[src/rtl/mmu_skew_feeder_pkg.sv]
// Shared definitions for the MMU feed path: FSM encodings and default array geometry,
// reused by the loader, the skew feeder and the PE array.
package mmu_skew_feeder_pkg;

  typedef enum logic [1:0] {
    S_IDLE = 2'd0,
    S_RUN  = 2'd1,
    S_DONE = 2'd2
  } state_e;

  localparam int DEF_DATA_WIDTH = 32;
  localparam int DEF_NUM_ROWS   = 8;
  localparam int DEF_VEC_LEN    = 8;

endpackage

[src/rtl/mmu_skew_feeder.sv]
// Read-side controller for the per-row MMU input FIFOs: drains VEC_LEN words per row with a
// diagonal skew (row r starts r steps after row 0) and registers the words for the PE array west edge.
module mmu_skew_feeder
  import mmu_skew_feeder_pkg::*;
#(
  parameter int DATA_WIDTH = DEF_DATA_WIDTH,
  parameter int NUM_ROWS   = DEF_NUM_ROWS,
  parameter int VEC_LEN    = DEF_VEC_LEN
) (
  input  logic                           clk,
  input  logic                           rst_n,
  input  logic                           start_i,
  input  logic [NUM_ROWS-1:0]            fifo_empty_i,
  input  logic [NUM_ROWS*DATA_WIDTH-1:0] fifo_rdata_i,
  output logic [NUM_ROWS-1:0]            fifo_rden_o,
  output logic [NUM_ROWS*DATA_WIDTH-1:0] row_data_o,
  output logic [NUM_ROWS-1:0]            row_valid_o,
  output logic                           busy_o,
  output logic                           done_o,
  output logic [1:0]                     dbg_state
);

  localparam int TOTAL = VEC_LEN + NUM_ROWS - 1;
  localparam int CW    = $clog2(TOTAL + 1);
  localparam logic [CW-1:0] LAST_STEP = CW'(TOTAL - 1);

  state_e              state, state_nxt;
  logic [CW-1:0]       cnt, cnt_nxt;
  logic [31:0]         cnt_ext;
  logic [NUM_ROWS-1:0] active;
  logic [NUM_ROWS-1:0] rden;
  logic                stall;

  assign cnt_ext = 32'(cnt);

  // Row r is active for wavefront steps r .. r+VEC_LEN-1 of the drain.
  for (genvar g = 0; g < NUM_ROWS; g++) begin : g_row
    localparam logic [31:0] LO = 32'(g);
    localparam logic [31:0] HI = 32'(g + VEC_LEN);

    logic                  valid_q;
    logic [DATA_WIDTH-1:0] data_q;

    assign active[g] = (state == S_RUN) && (cnt_ext >= LO) && (cnt_ext < HI);

    always_ff @(posedge clk or negedge rst_n) begin
      if (!rst_n) begin
        valid_q <= 1'b0;
        data_q  <= '0;
      end else begin
        valid_q <= rden[g];
        if (rden[g]) data_q <= fifo_rdata_i[g*DATA_WIDTH +: DATA_WIDTH];
      end
    end

    assign row_valid_o[g]                             = valid_q;
    assign row_data_o[g*DATA_WIDTH +: DATA_WIDTH]     = data_q;
  end

  // A single empty due FIFO freezes every row, so the diagonal skew never shears.
  assign stall       = |(active & fifo_empty_i);
  assign rden        = active & {NUM_ROWS{~stall}};
  assign fifo_rden_o = rden;

  always_ff @(posedge clk or negedge rst_n) begin
    if (!rst_n) begin
      state <= S_IDLE;
      cnt   <= '0;
    end else begin
      state <= state_nxt;
      cnt   <= cnt_nxt;
    end
  end

  always_comb begin
    state_nxt = state;
    cnt_nxt   = cnt;
    case (state)
      S_IDLE: begin
        if (start_i) begin
          state_nxt = S_RUN;
          cnt_nxt   = '0;
        end
      end
      S_RUN: begin
        if (!stall) begin
          cnt_nxt = cnt + CW'(1);
          if (cnt == LAST_STEP) state_nxt = S_DONE;
        end
      end
      S_DONE:  state_nxt = S_IDLE;
      default: state_nxt = S_IDLE;
    endcase
  end

  assign busy_o    = (state == S_RUN) || (state == S_DONE);
  assign done_o    = (state == S_DONE);
  assign dbg_state = state;

endmodule

[config.mk]
export PLATFORM = sky130hd
export DESIGN_NAME = mmu_skew_feeder
export DESIGN_NICKNAME = d
export VERILOG_FILES = /design/src/rtl/mmu_skew_feeder_pkg.sv /design/src/rtl/mmu_skew_feeder.sv
export SDC_FILE = /design/constraint.sdc
export NUM_CORES = 1
export LEC_CHECK = 0
export BUFFER_PORTS_ARGS = -buffer_cell sky130_fd_sc_hd__clkbuf_2
export CELL_PAD_IN_SITES_DETAIL_PLACEMENT = 1
export CELL_PAD_IN_SITES_GLOBAL_PLACEMENT = 1
export CORE_AREA = 5 5 206 208
export DETAILED_ROUTE_END_ITERATION = 10
export DIE_AREA = 0 0 211 213
export GPL_TIMING_DRIVEN = 0
export PLACE_DENSITY = 0.71
export SYNTH_ARGS = -nofsm -noshare
export SYNTH_HDL_FRONTEND = slang
export SYNTH_SLANG_ARGS = --single-unit
[constraint.sdc]
create_clock -name clk -period 9.8 [get_ports clk]
set_input_delay 1.96 -clock clk [delete_from_list [all_inputs] [get_ports clk]]
set_output_delay 1.96 -clock clk [all_outputs]
set_load 0.01 [all_outputs]
==> results.toml <==
[outcome]
run_status = "finished clean"

[logic_synthesis]
post-synth-top-count-cell = "sky130_fd_sc_hd__dfrtp_1"
post_synth_instance_area_um2 = 10860
synth-warning-count = 0
yosys_top_cell_by_area = "sky130_fd_sc_hd__dfrtp_1"
synth_seq_area_share = 0.6220
netlist-cell-type-count = 41
yosys_top_cell_area_share = 0.6220
async_reset_ff_frac = 1.000
synth.avg_cell_area_um2 = 16.41
ys_dominant_reg_cell = "sky130_fd_sc_hd__dfrtp_1"
synth_edf_count = 0
ys_seq_elements = 270
ys_top_cells_by_area = "sky130_fd_sc_hd__dfrtp_1, sky130_fd_sc_hd__mux2_2, sky130_fd_sc_hd__mux2_4, sky130_fd_sc_hd__buf_4, sky130_fd_sc_hd__nor4_4"
yosys-top-cells-count = "sky130_fd_sc_hd__dfrtp_1, sky130_fd_sc_hd__mux2_2, sky130_fd_sc_hd__mux2_4"
synth_cells = 662
syn-num-nets = 936

[route]
routed_via_density = 4.326
wire_length_after_detailed_routing_mm = 34.77
dr_total_vias = 7760
drtAntennaViolNets = 0
dr.pass1.iters = 4
detail_route.wl_per_cell_um = 19.38
drcViolationCount = 0
first_iter_violations = 217

[clocking]
post_cts_hold_buffer_count = 0
ctsHtreeMaxLevel = 1
worst_skew_pair.late_latency_ps = 570
cts_max_path_buffers = 3
cts_tree = "built"
cts.repair_timing.setup_buffer_count = 0
cts_buffers = 30
cts.clk_slew.worst_paths_ps = 60
cts_resized = 0
clock_sinks = 270
cts_root_buffer = "sky130_fd_sc_hd__clkbuf_16"

[floorplanning]
die_ar_um2 = 44940
initial_core_util = 0.2691
fp.dieH_um = 213
placeableCoreArea_um2 = 40370
die-width_um = 211
floorplan.io_pins = 543
core.rowCount = 74

[sta]
timing_hold_violations_final = 0
timing_max_transition_violations_final = 0
worst-slew-pin-transition_ps = 1231
totalNegativeSetupSlack_ps = 0
unrepaired_setup_endpoints_after_global_routing = "false"
clock-skew-final_ps = 15.96
part_of_the_cycle_the_worst_path_needs = 0.6311
timing.final.setup_violations = 0
final.min_clock_period_ps = 6185
max_freq_mhz = 161.7
slew-limit-headroom = 0.1763

[global_route]
grt_pass1_vias = 8703
grt_overflow_total = 0
groute.usage.overall = 0.1469
antenna_found_initial = 6
grt_pass1_wl_mm = 51.87
grt_start_max_net_pins = 112

[job]
drv.max_cap_violation_count = 0

[placed_design]
place.port_buffers = 542
hpwl_mm = 27.21
finalWeightedCongestion = 0.7768

[setup_path]
cp_slowest_cell = "sky130_fd_sc_hd__nor4_4"
setup.worst_path.end_class = "primary output"
cpLargestDelayFamily = "simple AND/OR/NAND/NOR gates"
timing.critical_path.arrival_ps = 4220
crit_type = "input port to primary output"
slowest_delay_ps = 550
timing.critical_path.from_type = "input port"
cp_cell_sequence = "clkbuf_2 -> or3b_2 -> a21oi_1 -> or4_1 -> buf_2 -> buf_4 -> nor4_4 -> buf_4 -> clkbuf_2"
crit_path_max_fanout = 11
critical_path_buf_inv_count = 5
critPathRequiredTime_ps = 7840

[power]
p_per_area_nw_per_um2 = 362.7
max-vdd-ir-drop_mv = 0.1846
p_leak_uw = 0.007891

[layout]
drive_gt1_frac = 0.7116
antenna_cells_inserted = 0
post-route-util = 0.3803
num-nets-final = 1512
area_growth_pct = 41.34

[min_path]
hp-class = "register to register"
-- logic make-up (layout without fill, tap and decap cells) --
family | Yosys count | count (layout) | synth area share
adder cells (fa/ha/maj) | 7 | 7 | 0.008062
multiplexers | 258 | 258 | 0.2875
XOR/XNOR | 4 | 4 | 0.003226
buffers and inverters | 56 | 656 | 0.03294
AND/OR/NAND/NOR | 45 | 45 | 0.03121
AO/OA/AOI/OAI | 22 | 22 | 0.01509
flip-flops | 270 | 270 | 0.6220
-- where the power goes --
part | total, uW | switching (uW) | internal [uW]
Clock | 1180 | 464 | 716
Sequential | 1990 | 301 | 1690
Combinational | 2400 | 1150 | 1250
-- path summary, 6_finish.rpt --
kind	from	to	slack, ps	cells past startpoint
min reg2reg	g_row[2].data_q[4]$_DFFE_PN0P_	g_row[2].data_q[4]$_DFFE_PN0P_	480	1
max	fifo_empty_i[3]	fifo_rden_o[3]	3620	9
max reg2reg	cnt[1]$_DFFE_PN0P_	g_row[4].data_q[28]$_DFFE_PN0P_	6270	11
min in group asynchronous	rst_n	g_row[4].data_q[12]$_DFFE_PN0P_	1410	1
max in group asynchronous	rst_n	g_row[1].data_q[6]$_DFFE_PN0P_	7350	2
min	g_row[2].data_q[4]$_DFFE_PN0P_	g_row[2].data_q[4]$_DFFE_PN0P_	480	1
-- sequential cells by signal, summed over array words and instances, names as in the netlist --
signal	flops
g_row.data_q	256
g_row.valid_q	8
dbg_state	2
cnt	4
-- through the flow --
stage / hold slack [ps] / power (uW) / setup WS (ps) / instances / instance area, um^2
2_1_floorplan: 528.8 / 3425 / 4124 / 662 / 10860
3_3_place_gp: 468.4 / 4357 / 993.7 / 1736 / 14240
3_5_place_dp: 473.5 / 4446 / 3538 / 1738 / 14310
4_1_cts: 487.6 / 5679 / 3520 / 1794 / 15350
5_1_grt: 500.4 / 5920 / 3443 / 1794 / 15350
6_report: 481.5 / 5569 / 3615 / 1794 / 15350
-- layout make-up --
cell class | instances | area [um^2]
multi-input combinational | 336 | 3749
fill | 4430 | 25020
sequential | 270 | 6756
clock inverter | 12 | 143.9
tap | 532 | 665.6
clock buffer | 44 | 904.6
inverter | 10 | 37.54
timing repair buffer | 544 | 2776
buffer | 46 | 320.3
-- placed cells by master (no fill, tap or decap), drive strengths merged, types with 2 or more instances in the layout --
cell,count
clkinvlp,2
buf,43
or3,2
xnor2,3
nand2,12
nand2b,3
mux2,258
or4,4
clkbuf,591
a211oi,2
clkinv,7
a21oi,5
inv,10
bufinv,3
nor3,3
a22o,2
nor4,7
dfrtp,270
o21ai,3
nor2,5
nand3,4
ha,7
a221o,2
-- routing by layer --
metal | routed length [um] | GRT usage | vias up | share of wire
met3 | 3427 | 0.06083 | 62 | 0.099
li1 | - | - | 3480 | -
met1 | 12410 | 0.1618 | 3888 | 0.36
met5 | 81 | 0 | - | 0.0023
met4 | 823 | 0.03622 | 12 | 0.024
met2 | 18030 | 0.2638 | 318 | 0.52
(Power assumes the default switching activity.)
